`src/rtl/huff_dht_loader_pkg.sv`:
```
// Shared encodings for the DHT segment loader: sampling modes, FSM states,
// error codes and Huffman table indices.
package huff_dht_loader_pkg;

  localparam logic [1:0] SAMP_444  = 2'd0;
  localparam logic [1:0] SAMP_422  = 2'd1;
  localparam logic [1:0] SAMP_420  = 2'd2;
  localparam logic [1:0] SAMP_GRAY = 2'd3;

  typedef enum logic [3:0] {
    S_IDLE, S_MAP, S_LEN_HI, S_LEN_LO, S_TCTH,
    S_BITS, S_PAD, S_VALS, S_DONE, S_ERR
  } state_e;

  localparam logic [2:0] ERR_NONE     = 3'd0;
  localparam logic [2:0] ERR_SHORT_LH = 3'd1;
  localparam logic [2:0] ERR_TCTH     = 3'd2;
  localparam logic [2:0] ERR_ORDER    = 3'd3;
  localparam logic [2:0] ERR_COUNT    = 3'd4;
  localparam logic [2:0] ERR_VAL_OVF  = 3'd5;
  localparam logic [2:0] ERR_TRUNC    = 3'd6;

  localparam logic [1:0] IDX_DC0 = 2'd0;
  localparam logic [1:0] IDX_DC1 = 2'd1;
  localparam logic [1:0] IDX_AC0 = 2'd2;
  localparam logic [1:0] IDX_AC1 = 2'd3;

  // Smallest legal Lh: the length field itself, Tc/Th and 16 code counts.
  localparam int unsigned MIN_LH = 19;

endpackage

```
`src/rtl/huff_dht_counter.sv`:
```
// Byte/length bookkeeping for the DHT loader: remaining segment bytes, the
// per-table code count and the running value total, plus their limit compares.
module huff_dht_counter
  import huff_dht_loader_pkg::*;
#(
  parameter int CODE_AW = 12
) (
  input  logic        clk,
  input  logic        rst_n,
  input  logic        clr_all,
  input  logic        load_len,
  input  logic [15:0] len,
  input  logic        byte_acc,
  input  logic        sum_clr,
  input  logic        sum_add,
  input  logic [7:0]  sum_byte,
  input  logic        val_acc,
  output logic        len_short,
  output logic        last_byte,
  output logic        left_zero,
  output logic        sum_zero,
  output logic        sum_last,
  output logic        sum_too_big,
  output logic        val_ovf
);

  logic [15:0]      bytes_left_q, bytes_left_d;
  logic [8:0]       count_sum_q, count_sum_d;
  logic [CODE_AW:0] value_count_q, value_count_d;
  logic [9:0]       sum_ext;
  logic [31:0]      val_total;

  // count_sum saturates so a huge BITS total can never wrap back under 256.
  always_comb begin
    bytes_left_d  = bytes_left_q;
    count_sum_d   = count_sum_q;
    value_count_d = value_count_q;
    sum_ext       = {1'b0, count_sum_q} + {2'b00, sum_byte};
    if (clr_all) begin
      bytes_left_d  = '0;
      count_sum_d   = '0;
      value_count_d = '0;
    end else begin
      if (load_len)
        bytes_left_d = len - 16'd2;
      else if (byte_acc)
        bytes_left_d = bytes_left_q - 16'd1;
      if (sum_clr)
        count_sum_d = '0;
      else if (sum_add)
        count_sum_d = sum_ext[9] ? 9'h1FF : sum_ext[8:0];
      else if (val_acc)
        count_sum_d = count_sum_q - 9'd1;
      if (val_acc)
        value_count_d = value_count_q + 1'b1;
    end
  end

  always_ff @(posedge clk or negedge rst_n) begin
    if (!rst_n) begin
      bytes_left_q  <= '0;
      count_sum_q   <= '0;
      value_count_q <= '0;
    end else begin
      bytes_left_q  <= bytes_left_d;
      count_sum_q   <= count_sum_d;
      value_count_q <= value_count_d;
    end
  end

  assign val_total   = 32'(value_count_q) + 32'(count_sum_q);
  assign len_short   = len < 16'(MIN_LH);
  assign last_byte   = bytes_left_q == 16'd1;
  assign left_zero   = bytes_left_q == 16'd0;
  assign sum_zero    = count_sum_q == 9'd0;
  assign sum_last    = count_sum_q == 9'd1;
  assign sum_too_big = count_sum_q > 9'd256;
  assign val_ovf     = val_total > (32'd1 << CODE_AW);

endmodule

```
`src/rtl/huff_dht_loader.sv`:
```
// DHT segment parser that replays Huffman tables as decoder write beats and
// reports done/error to the frame-header controller.
module huff_dht_loader
  import huff_dht_loader_pkg::*;
#(
  parameter int CODE_AW = 12,
  parameter int NUM_TB  = 4
) (
  input  logic              clk,
  input  logic              rst_n,
  input  logic              clr,
  input  logic              start,
  input  logic [1:0]        map_mode,
  input  logic [7:0]        in_data,
  input  logic              in_valid,
  output logic              in_ready,
  output logic              cfg,
  output logic              wr,
  output logic              wr_sel,
  output logic [7:0]        wr_huff_tb,
  output logic [1:0]        wr_map_mode,
  output logic              busy,
  output logic              done,
  output logic              err,
  output logic [2:0]        err_code,
  output logic [NUM_TB-1:0] tables_loaded
);

  localparam int IW = $clog2(NUM_TB + 1);

  state_e            state_q, state_d;
  logic [3:0]        bit_cnt_q, bit_cnt_d;
  logic [7:0]        len_hi_q, len_hi_d;
  logic [1:0]        tbl_idx_q, tbl_idx_d;
  logic [IW-1:0]     exp_idx_q, exp_idx_d;
  logic [NUM_TB-1:0] tables_loaded_q, tables_loaded_d;
  logic [1:0]        mode_q, mode_d;
  logic [2:0]        err_code_q, err_code_d;
  logic              cfg_q, cfg_d;
  logic              wr_q, wr_d, wr_sel_q, wr_sel_d;
  logic [7:0]        wr_tb_q, wr_tb_d;
  logic [1:0]        wr_map_q, wr_map_d;

  logic accept, clr_all, load_len, byte_acc, sum_clr, sum_add, val_acc;
  logic len_short, last_byte, left_zero, sum_zero, sum_last, sum_too_big, val_ovf;
  logic [1:0] in_idx;

  assign in_ready = state_q inside {S_LEN_HI, S_LEN_LO, S_TCTH, S_BITS, S_VALS};
  assign accept   = in_valid & in_ready;
  assign in_idx   = {in_data[4], in_data[0]};

  huff_dht_counter #(.CODE_AW(CODE_AW)) u_counter (
    .clk         (clk),
    .rst_n       (rst_n),
    .clr_all     (clr_all),
    .load_len    (load_len),
    .len         ({len_hi_q, in_data}),
    .byte_acc    (byte_acc),
    .sum_clr     (sum_clr),
    .sum_add     (sum_add),
    .sum_byte    (in_data),
    .val_acc     (val_acc),
    .len_short   (len_short),
    .last_byte   (last_byte),
    .left_zero   (left_zero),
    .sum_zero    (sum_zero),
    .sum_last    (sum_last),
    .sum_too_big (sum_too_big),
    .val_ovf     (val_ovf)
  );

  // A byte that triggers an error is never forwarded to the decoder.
  always_comb begin
    state_d         = state_q;
    bit_cnt_d       = bit_cnt_q;
    len_hi_d        = len_hi_q;
    tbl_idx_d       = tbl_idx_q;
    exp_idx_d       = exp_idx_q;
    tables_loaded_d = tables_loaded_q;
    mode_d          = mode_q;
    err_code_d      = err_code_q;
    wr_map_d        = wr_map_q;
    wr_d            = 1'b0;
    wr_sel_d        = 1'b0;
    wr_tb_d         = 8'h00;
    clr_all         = 1'b0;
    load_len        = 1'b0;
    byte_acc        = 1'b0;
    sum_clr         = 1'b0;
    sum_add         = 1'b0;
    val_acc         = 1'b0;

    case (state_q)
      S_IDLE, S_ERR: begin
        if (start) begin
          state_d    = S_MAP;
          mode_d     = map_mode;
          err_code_d = ERR_NONE;
        end
      end
      S_MAP: begin
        wr_sel_d = 1'b1;
        wr_map_d = mode_q;
        state_d  = S_LEN_HI;
      end
      S_LEN_HI: begin
        if (accept) begin
          len_hi_d = in_data;
          state_d  = S_LEN_LO;
        end
      end
      S_LEN_LO: begin
        if (accept) begin
          load_len = 1'b1;
          if (len_short) begin
            state_d    = S_ERR;
            err_code_d = ERR_SHORT_LH;
          end else begin
            state_d = S_TCTH;
          end
        end
      end
      S_TCTH: begin
        if (accept) begin
          byte_acc = 1'b1;
          if (in_data[7:4] > 4'd1 || in_data[3:0] > 4'd1) begin
            state_d    = S_ERR;
            err_code_d = ERR_TCTH;
          end else if (IW'(in_idx) != exp_idx_q) begin
            state_d    = S_ERR;
            err_code_d = ERR_ORDER;
          end else if (last_byte) begin
            state_d    = S_ERR;
            err_code_d = ERR_TRUNC;
          end else begin
            tbl_idx_d = in_idx;
            sum_clr   = 1'b1;
            bit_cnt_d = 4'd0;
            state_d   = S_BITS;
          end
        end
      end
      S_BITS: begin
        if (accept) begin
          byte_acc = 1'b1;
          if (last_byte && bit_cnt_q != 4'd15) begin
            state_d    = S_ERR;
            err_code_d = ERR_TRUNC;
          end else begin
            wr_d      = 1'b1;
            wr_tb_d   = in_data;
            sum_add   = 1'b1;
            bit_cnt_d = bit_cnt_q + 4'd1;
            if (bit_cnt_q == 4'd15)
              state_d = S_PAD;
          end
        end
      end
      S_PAD: begin
        if (sum_too_big) begin
          state_d    = S_ERR;
          err_code_d = ERR_COUNT;
        end else if (val_ovf) begin
          state_d    = S_ERR;
          err_code_d = ERR_VAL_OVF;
        end else if (!sum_zero && left_zero) begin
          state_d    = S_ERR;
          err_code_d = ERR_TRUNC;
        end else begin
          wr_d = 1'b1;
          if (sum_zero) begin
            tables_loaded_d[tbl_idx_q] = 1'b1;
            if (exp_idx_q != IW'(NUM_TB))
              exp_idx_d = exp_idx_q + IW'(1);
            state_d = left_zero ? S_DONE : S_TCTH;
          end else begin
            state_d = S_VALS;
          end
        end
      end
      S_VALS: begin
        if (accept) begin
          byte_acc = 1'b1;
          if (last_byte && !sum_last) begin
            state_d    = S_ERR;
            err_code_d = ERR_TRUNC;
          end else begin
            wr_d     = 1'b1;
            wr_sel_d = 1'b1;
            wr_tb_d  = in_data;
            val_acc  = 1'b1;
            if (sum_last) begin
              tables_loaded_d[tbl_idx_q] = 1'b1;
              if (exp_idx_q != IW'(NUM_TB))
                exp_idx_d = exp_idx_q + IW'(1);
              state_d = last_byte ? S_DONE : S_TCTH;
            end
          end
        end
      end
      S_DONE:  state_d = S_IDLE;
      default: state_d = S_IDLE;
    endcase

    // clr beats everything, including a start in the same cycle.
    if (clr) begin
      state_d         = S_IDLE;
      exp_idx_d       = '0;
      tables_loaded_d = '0;
      err_code_d      = ERR_NONE;
      wr_d            = 1'b0;
      wr_sel_d        = 1'b0;
      wr_tb_d         = 8'h00;
      clr_all         = 1'b1;
    end

    cfg_d = state_d inside {S_MAP, S_LEN_HI, S_LEN_LO, S_TCTH, S_BITS, S_PAD, S_VALS};
  end

  always_ff @(posedge clk or negedge rst_n) begin
    if (!rst_n) begin
      state_q         <= S_IDLE;
      bit_cnt_q       <= '0;
      len_hi_q        <= '0;
      tbl_idx_q       <= '0;
      exp_idx_q       <= '0;
      tables_loaded_q <= '0;
      mode_q          <= '0;
      err_code_q      <= ERR_NONE;
      cfg_q           <= 1'b0;
      wr_q            <= 1'b0;
      wr_sel_q        <= 1'b0;
      wr_tb_q         <= '0;
      wr_map_q        <= '0;
    end else begin
      state_q         <= state_d;
      bit_cnt_q       <= bit_cnt_d;
      len_hi_q        <= len_hi_d;
      tbl_idx_q       <= tbl_idx_d;
      exp_idx_q       <= exp_idx_d;
      tables_loaded_q <= tables_loaded_d;
      mode_q          <= mode_d;
      err_code_q      <= err_code_d;
      cfg_q           <= cfg_d;
      wr_q            <= wr_d;
      wr_sel_q        <= wr_sel_d;
      wr_tb_q         <= wr_tb_d;
      wr_map_q        <= wr_map_d;
    end
  end

  assign cfg           = cfg_q;
  assign wr            = wr_q;
  assign wr_sel        = wr_sel_q;
  assign wr_huff_tb    = wr_tb_q;
  assign wr_map_mode   = wr_map_q;
  assign busy          = state_q inside {S_MAP, S_LEN_HI, S_LEN_LO, S_TCTH, S_BITS, S_PAD, S_VALS};
  assign done          = state_q == S_DONE;
  assign err           = state_q == S_ERR;
  assign err_code      = err_code_q;
  assign tables_loaded = tables_loaded_q;

endmodule

```
`config.mk`:
```
export PLATFORM = sky130hd
export DESIGN_NAME = huff_dht_loader
export DESIGN_NICKNAME = d
export VERILOG_FILES = /design/src/rtl/huff_dht_loader_pkg.sv /design/src/rtl/huff_dht_counter.sv /design/src/rtl/huff_dht_loader.sv
export SDC_FILE = /design/constraint.sdc
export NUM_CORES = 1
export LEC_CHECK = 0
export CAP_MARGIN = 5
export CORE_MARGIN = 2
export CORE_UTILIZATION = 60
export DETAILED_ROUTE_END_ITERATION = 12
export PLACE_DENSITY = 0.8
export SLEW_MARGIN = 20
export SYNTH_ARGS = -nofsm -noshare
export SYNTH_HDL_FRONTEND = slang
export SYNTH_SLANG_ARGS = --single-unit
export TNS_END_PERCENT = 50
```
`constraint.sdc`:
```
create_clock -name clk -period 3.4 [get_ports clk]
set_input_delay 0.68 -clock clk [delete_from_list [all_inputs] [get_ports clk]]
set_output_delay 0.68 -clock clk [all_outputs]
set_load 0.01 [all_outputs]
```
==> qor.csv, run 1 <==
metric;value;unit
crit_arrival;3.48;ns
fmax;314;MHz
fin_crit;3.18;ns
drt_iter0_markers;316;
syn_nets;721;
vias;5417;
dieHeight;102;µm
cts_resized;0;
synthFlopType;dfrtp_1;
cts_tree;built;
power_density;347;mW/mm²
seq_power_share;48.4;%
port-buffer-count;38;
hold_slack;0.341;ns
final.setup.worst_slack;0.220;ns
endpoint_kind;flop;
drive_gt1_share;11.9;%
syn-cell-area;0.00572;mm²
p_leak;2.94;nW
grt_usage;31.1;%
hpwl;11100;µm
via_per_inst;6.23;
setup_viol;0;
worstPathRequired;3.70;ns
routed_wl;15000;µm
synth_cell_types;79;
p_sw;658;µW
drv_slew;0;
final_core_util;71.9;%
hold_viol_final;0;
final_common_cell;nand2_1;
gp_congestion;0.939;
fin_tns_setup;0;ns
worst_pin_slew;0.746;ns
num_rows;35;
cp-start-kind;flop;
diodes;0;
routedWlPerCell;17.2;µm
antenna_found_initial;0;
path_clk_slew;0.09;ns
cap_violations;0;
cts_sinks;81;
hold_path.class;in2async;
drcViolationCount;0;
pwr-share-clk;33.6;%
maxSlewHeadroom;50.2;%
grt_overflow_total;0;
dr.pass1.iters;5;
layout.nets;779;
final_cell_area;0.00664;mm²
p_sw_share;28.5;%
syn_inst;678;
htree_levels;3;
area_delta_synth_final;16.1;%
ys_seq_elements;81;
cts_setup_buffers;0;
core;0.00924;mm²
final_min_period_over_clock_period;93.5;%
fp.dieW;102;µm
grt_pass1_wl;25500;µm
grt_pass1_vias;5280;
status;finished, final reports clean;
cp_max_fo;6;
crit_type;reg2reg;
async_flop_share;100;%
synth_warnings;0;
place_ws;-0.0777;ns
ant_nets;0;
internal_power;1.65;mW
cts_root_buf;clkbuf_8;
syn_area_per_cell;8.44;µm²
num_io_pins;39;
fin_skew;0.00877;ns
synth-seq-area-share;35.4;%
comb_power_share;18.0;%
postPlaceCellArea;0.00642;mm²
grt_max_degree;82;
clk_path_buf_depth;2;
start_util;61.9;%
synth-edff-count;0;
insertion_delay;0.36;ns
grt_setup_unrepaired;false;
final_cell_mix;nand2_1 (86), dfrtp_1 (80), nor2_1 (68), o21ai_0 (55), clkdlybuf4s50_1 (37);
ctsHoldBuffers;0;
dieArea;0.0103;mm²
irDropWorstVdd;0.181;mV
numCtsBuffers;9;
## flip-flops by register name, indices dropped and copies added, names as in the netlist, 2 cells and up
register,flops
u_counter.bytes_left_q,16
u_counter.value_count_q,13
u_counter.count_sum_q,9
len_hi_q,8
wr_huff_tb,8
bit_cnt_q,4
state_q,4
tables_loaded,4
err_code,3
exp_idx_q,3
mode_q,2
tbl_idx_q,2
wr_map_mode,2
## per-stage QoR
stage / power, mW / std cells
5_1_grt: 2.41 / 870
3_5_place_dp: 1.55 / 854
2_1_floorplan: 1.37 / 678
4_1_cts: 2.31 / 870
6_report: 2.31 / 870
3_3_place_gp: 1.53 / 854
## layer usage
layer  track usage (%)  wire (µm)  vias up
met2              51.7       7250      198
met5                 0          0        -
met4              11.0        381        0
li1                  -          -     2549
met3              4.83        824       39
met1              41.3       6540     2631
## path summary, 6_finish.rpt
| check | slack (ns) | start | depth (start not counted) | endpoint |
|---|---|---|---|---|
| worst max-delay path | 0.22 | u_counter.value_count_q[0] | 13 | cfg |
| worst min-delay path | 0.34 | rst_n | 1 | u_counter.bytes_left_q[4] |
| worst max register to register | 0.22 | u_counter.value_count_q[0] | 13 | cfg |
| worst min register to register | 0.50 | tables_loaded[0] | 2 | tables_loaded[0] |
| max in group asynchronous | 2.51 | rst_n | 1 | u_counter.value_count_q[0] |
| min in group clk | 0.50 | tables_loaded[0] | 2 | tables_loaded[0] |
## logic make-up (layout without fill, tap and decap cells)
kind of cell	after synthesis	in the layout	synth area share, %
AOI/OAI and AO/OA	175	175	20.3
xor gates and xnor gates	35	35	5.36
adders and majority gates	28	28	6.39
buffers and inverters	58	121	4.31
DFF	81	81	35.4
muxes	17	17	3.26
and+or+nand+nor	284	284	24.9
## worst max-delay path: stages, from the launching register on
cell      delay [ns]
dfrtp_2         0.42
ha_1            0.19
inv_1           0.05
fa_1            0.47
nand2b_1        0.06
a221o_1         0.27
nor3_2          0.10
nand3_1         0.10
nor4_2          0.30
a32oi_1         0.19
or2_1           0.29
buf_4           0.17
a211oi_1        0.30
o211a_1         0.20
## cell usage after synthesis, types with 10 or more instances
library cell	n	area share (%)
nand2_1	86	5.6
dfrtp_1	81	35
nor2_1	68	4.5
o21ai_0	55	4.8
a21oi_1	31	2.7
inv_1	30	2.0
ha_1	26	5.7
nand3_1	24	2.1
nor3_1	19	1.7
xnor2_1	18	2.8
xor2_1	17	2.6
clkbuf_1	13	0.85
mux2_2	13	2.6
and2_1	12	1.3
nand2b_1	11	1.2
a21o_1	10	1.3
and3_1	10	1.1
## cell type report
class / count / area (µm²)
fillers: 763 / 2600
clock inverters: 3 / 65.1
multi-input cells: 539 / 3460
flip-flops and latches: 81 / 2030
well taps: 129 / 161
repair buffers: 74 / 677
inverters: 31 / 116
clock buffers: 13 / 139
## power by group through the flow
stage | combinational (mW) | sequential (mW) | clock (mW)
after floorplan | 0.255 | 1.12 | 0
after global placement | 0.403 | 1.13 | 0
after detailed placement | 0.411 | 1.13 | 0
after CTS | 0.413 | 1.12 | 0.785
after global routing | 0.458 | 1.13 | 0.820
final | 0.415 | 1.12 | 0.776
No activity file was read; power rests on OpenSTA's default activity.
==> inputs of run 2 (changes only) <==
- GPL_ROUTABILITY_DRIVEN: unset -> 0
==> qor.csv, run 2 (same netlist as run 1, synthesis figures left out) <==
metric;value;unit;change
crit_buf_inv;1;;-1
hold_slack;0.321;ns;-0.0198 ns
final_cell_mix;nand2_1 (86), dfrtp_1 (80), nor2_1 (68), o21ai_0 (55);;
fmax;310;MHz;-1.4%
drv_slew;0;;unchanged
worstPathRequired;3.69;ns;about the same
ant_nets;0;;unchanged
cts_root_buf;clkbuf_8;;
core;0.00924;mm²;unchanged
num_io_pins;39;;unchanged
endpoint_kind;flop;;
fin_crit;3.23;ns;+0.0463 ns
hpwl;10700;µm;-3.6%
crit_slowest_cell;or4_4;;
drcViolationCount;0;;unchanged
largest_register_ff_count;16;;unchanged
grt_max_degree;82;;unchanged
cp-start-kind;flop;;
diodes;0;;unchanged
power_density;349;mW/mm²;+0.43%
cp_max_fo;5;;-1
final_common_cell;nand2_1;;
final.setup.worst_slack;0.174;ns;-0.0463 ns
status;finished, final reports clean;;
fin_skew;0.0146;ns;+0.00585 ns
grt_pass1_vias;5191;;-1.7%
antenna_found_initial;0;;unchanged
dieHeight;102;µm;unchanged
place_ws;-0.0598;ns;+0.0179 ns
reg_top3;u_counter.bytes_left_q (16), u_counter.value_count_q (13), u_counter.count_sum_q (9);;
crit_arrival;3.52;ns;+0.04 ns
area_delta_synth_final;16.1;%;about the same
crit_type;reg2reg;;
path_cells;ha_1, inv_1, fa_1, nand2b_1, a221o_1, nor3_2, nand3_1, nor4_4, a32oi_1, or2_1, or4_4, o22ai_2;;
cts_sinks;81;;unchanged
start_util;61.9;%;unchanged
setup_viol;0;;unchanged
insertion_delay;0.37;ns;about the same
grt_overflow_total;0;;unchanged
num-fill-cells;734;;-3.8%
postPlaceCellArea;0.00641;mm²;-0.27%
cap_violations;0;;unchanged
grt_usage;30.2;%;-0.89 points
cts_tree;built;;
numCtsBuffers;9;;unchanged
num_rows;35;;unchanged
irDropWorstVdd;0.197;mV;+8.6%
routedWlPerCell;17.0;µm;-1.3%
cpLargestDelayFamily;simple AND/OR/NAND/NOR gates;;
cts_setup_buffers;0;;unchanged
p_leak;2.93;nW;-0.20%
worst_pin_slew;0.761;ns;+0.0146 ns
path_clk_slew;0.09;ns;about the same
final_min_period_over_clock_period;94.9;%;+1.4 points
drive_gt1_share;12.3;%;+0.39 points
fp.dieW;102;µm;unchanged
drt_iter0_markers;380;;+20%
vias;5411;;-0.11%
dr.pass1.iters;5;;unchanged
clk_path_buf_depth;2;;unchanged
largest_register;u_counter.bytes_left_q;;
critPathMaxStageDelay;0.54;ns;+0.07 ns
dieArea;0.0103;mm²;unchanged
port-buffer-count;38;;unchanged
grt_pass1_wl;24700;µm;-2.9%
hold_viol_final;0;;unchanged
via_per_inst;6.21;;-0.23%
htree_levels;3;;unchanged
grt_setup_unrepaired;false;;
maxSlewHeadroom;49.3;%;-0.97 points
routed_wl;14800;µm;-1.2%
hold_path.class;in2async;;
final_cell_area;0.00664;mm²;about the same
layout.nets;780;;+0.13%
run 2: metrics by stage:
stage	cells	TNS, ns	util (%)	total power [mW]
final	871	0	71.9	2.32
after global routing	871	0	71.9	2.42
after CTS	871	0	71.6	2.32
after detailed placement	855	-0.101	69.3	1.54
after global placement	855	0	69.3	1.52
after floorplan	678	0	-	1.37
run 2: layer usage:
layer  GRT usage [%]  share of wire, %  wire (µm)  up-vias
met5               0                 0          0        -
met1            40.0                42       6210     2578
met2            49.5                48       7140      226
li1                -                 -          -     2555
met3            4.76               6.6        979       52
met4            12.3               3.2        474        0
run 2: final cells by class:
cell class	instances	area, µm²	area share [%]
clock buffers	11	131	1.98
clock inverters	5	80.1	1.21
inverters	31	116	1.75
multi-input cells	539	3460	52.2
flip-flops and latches	81	2030	30.5
well taps	129	161	2.43
repair buffers	75	659	9.93
run 2: repair_timing:
item | 4_1_cts | 5_1_grt
setup endpoints to repair | 0 | 5
hold endpoints to repair | 0 | 0
resized for setup | 0 | 4
hold buffers | 0 | 0
run 2: final timing paths:
| check | endpoint | depth (start not counted) | slack (ns) | from |
|---|---|---|---|---|
| worst max-delay path | state_q[1] | 12 | 0.17 | u_counter.value_count_q[0] |
| worst min-delay path | u_counter.bytes_left_q[5] | 1 | 0.32 | rst_n |
| worst max register to register | state_q[1] | 12 | 0.17 | u_counter.value_count_q[0] |
| worst min register to register | tables_loaded[0] | 2 | 0.51 | tables_loaded[0] |
| max in group asynchronous | u_counter.value_count_q[0] | 1 | 2.47 | rst_n |
| min in group clk | tables_loaded[0] | 2 | 0.51 | tables_loaded[0] |
run 2: worst register-to-register path, delay by kind of cell, from the launching register on:
family          cells  cell delay [ns]
fa+ha+maj           2             0.68
simple gates        6             1.43
compound gates      3             0.58
flops               1             0.41
buf+inv             1             0.06
run 2: report_power, final:
part	switching [mW]	total, mW	internal [mW]
logic	0.217	0.415	0.199
registers	0.0788	1.11	1.03
clock network	0.375	0.789	0.413
==> inputs of run 3 (changes only) <==
--- a/config.mk
+++ b/config.mk
@@ -8,7 +8,6 @@
 export CAP_MARGIN = 5
-export CORE_MARGIN = 2
-export CORE_UTILIZATION = 60
+export CORE_UTILIZATION = 65
 export DETAILED_ROUTE_END_ITERATION = 12
 export GPL_ROUTABILITY_DRIVEN = 0
-export PLACE_DENSITY = 0.8
+export PLACE_DENSITY = 0.86
 export SLEW_MARGIN = 20
==> constraint.sdc (replaced) <==
create_clock -name clk -period 3.9 [get_ports clk]
set_input_delay 0.585 -clock clk [delete_from_list [all_inputs] [get_ports clk]]
set_output_delay 0.585 -clock clk [all_outputs]
set_load 0.01 [all_outputs]
==> qor.csv, run 3 (same netlist as run 1, synthesis figures left out) <==
metric;value;unit;change
crit_type;reg2reg;;
path_clk_slew;0.09;ns;about the same
htree_levels;3;;unchanged
insertion_delay;0.37;ns;about the same
num_rows;33;;-5.7%
final_min_period_over_clock_period;87.4;%;-7.5 points
layout.nets;761;;-2.4%
dieArea;0.00918;mm²;-11%
worstReg2RegStart;u_counter.count_sum_q[0];;
num_io_pins;39;;unchanged
irDropWorstVdd;0.173;mV;-12%
status;finished, final reports clean;;
cp-start-kind;flop;;
reg_top3;u_counter.bytes_left_q (16), u_counter.value_count_q (13), u_counter.count_sum_q (9);;
worstPathRequired;4.19;ns;+0.50 ns
grt_pass1_vias;5037;;-3.0%
grt_pass1_wl;23900;µm;-3.3%
crit_arrival;3.70;ns;+0.18 ns
cts_root_buf;clkbuf_8;;
cts_setup_buffers;0;;unchanged
drt_iter0_markers;391;;+2.9%
port-buffer-count;38;;unchanged
grt_usage;34.0;%;+3.8 points
r2r_setup_slack;0.49;ns;+0.32 ns
final_cell_mix;nand2_1 (86), dfrtp_1 (81), nor2_1 (68), o21ai_0 (55), clkdlybuf4s50_1 (37);;
p_leak;2.85;nW;-3.0%
cts_sinks;81;;unchanged
setup_viol;0;;unchanged
cp_max_fo;7;;+2
final.setup.worst_slack;0.492;ns;+0.318 ns
cts_tree;built;;
fmax;293;MHz;-5.3%
dr.pass1.iters;5;;unchanged
fin_skew;0.0131;ns;-0.00151 ns
diodes;0;;unchanged
hpwl;10500;µm;-2.2%
grt_max_degree;82;;unchanged
hold_viol_final;0;;unchanged
largest_register_ff_count;16;;unchanged
clk_path_buf_depth;2;;unchanged
dieHeight;95.8;µm;-5.7%
start_util;68.2;%;+6.3 points
power_density;318;mW/mm²;-8.9%
final_common_cell;nand2_1;;
routed_wl;14600;µm;-1.4%
largest_register;u_counter.bytes_left_q;;
grt_overflow_total;0;;unchanged
fin_tns_setup;0;ns;unchanged
drive_gt1_share;9.68;%;-2.6 points
num-fill-cells;600;;-18%
ctsHoldBuffers;0;;unchanged
place_ws;0.493;ns;+0.553 ns
cap_violations;0;;unchanged
fin_crit;3.41;ns;+0.182 ns
ant_nets;0;;unchanged
routedWlPerCell;17.6;µm;+3.7%
area_delta_synth_final;13.1;%;
maxSlewHeadroom;48.4;%;-0.89 points
via_per_inst;6.43;;+3.5%
numCtsBuffers;9;;unchanged
vias;5322;;-1.6%
drcViolationCount;0;;unchanged
fp.dieW;95.8;µm;-5.7%
crit_path_start;u_counter.count_sum_q[0];;
drv_slew;0;;unchanged
core;0.00838;mm²;-9.3%
hold_path.class;in2async;;
worst_pin_slew;0.768;ns;+0.00742 ns
grt_setup_unrepaired;false;;
endpoint_kind;flop;;
antenna_found_initial;0;;unchanged
cts_resized;0;;unchanged
==> run 3: cell types whose count changed in the layout (fill, tap and decap cells not counted), sizes merged <==
cell    delta
buf       -19
clkbuf     +1
clkinv     -1
==> run 3: metrics by stage <==
step	cell area (µm²)	hold WS, ns	std cells	power [mW]	util [%]
after CTS	6460	0.432	828	2.06	77.1
after detailed placement	6230	0.492	812	1.34	74.4
after global routing	6470	0.318	828	2.15	77.2
after global placement	6230	0.482	812	1.32	74.4
final	6470	0.244	828	2.06	77.2
after floorplan	5720	0.289	678	1.20	-
==> run 3: final cells by class <==
cell class | count | area (µm²) | share of cell area (%)
Clock inverter | 4 | 75.1 | 1.16
Timing Repair Buffer | 56 | 517 | 7.99
Inverter | 31 | 116 | 1.80
Clock buffer | 12 | 155 | 2.40
Multi-Input combinational cell | 539 | 3450 | 53.3
Sequential cell | 81 | 2030 | 31.3
Tap cell | 105 | 131 | 2.03
==> run 3: final timing paths <==
| path | endpoint | depth (start not counted) |
|---|---|---|
| setup / recovery | state_q[2] | 12 |
| hold / removal | u_counter.bytes_left_q[7] | 1 |
| setup reg to reg | state_q[2] | 12 |
| hold reg to reg | u_counter.bytes_left_q[11] | 1 |
| max in group asynchronous | u_counter.value_count_q[9] | 1 |
| min in group clk | u_counter.bytes_left_q[11] | 1 |
==> run 3: worst max-delay path, cell delays in order (launching register included) <==
cell and delay [ns]:
dfrtp_1 0.45, ha_1 0.21, inv_1 0.06, fa_1 0.39, nor2b_1 0.24, o32ai_1 0.14, nor3_2 0.19, nand3_1 0.11
nor4_2 0.32, a32oi_1 0.19, or2_1 0.34, or4_4 0.56, a21oi_2 0.14
==> run 3: routing by layer <==
metal | track usage (%) | routed length (µm)
met1 | 44.1 | 6140
met2 | 56.8 | 7020
met3 | 6.24 | 1050
met4 | 12.3 | 389
met5 | 0 | 0
==> run 3: power breakdown <==
part	switching, mW	internal, mW	leakage [nW]
clock network	0.326	0.396	0.109
registers	0.0762	0.902	1.09
logic	0.188	0.169	1.64
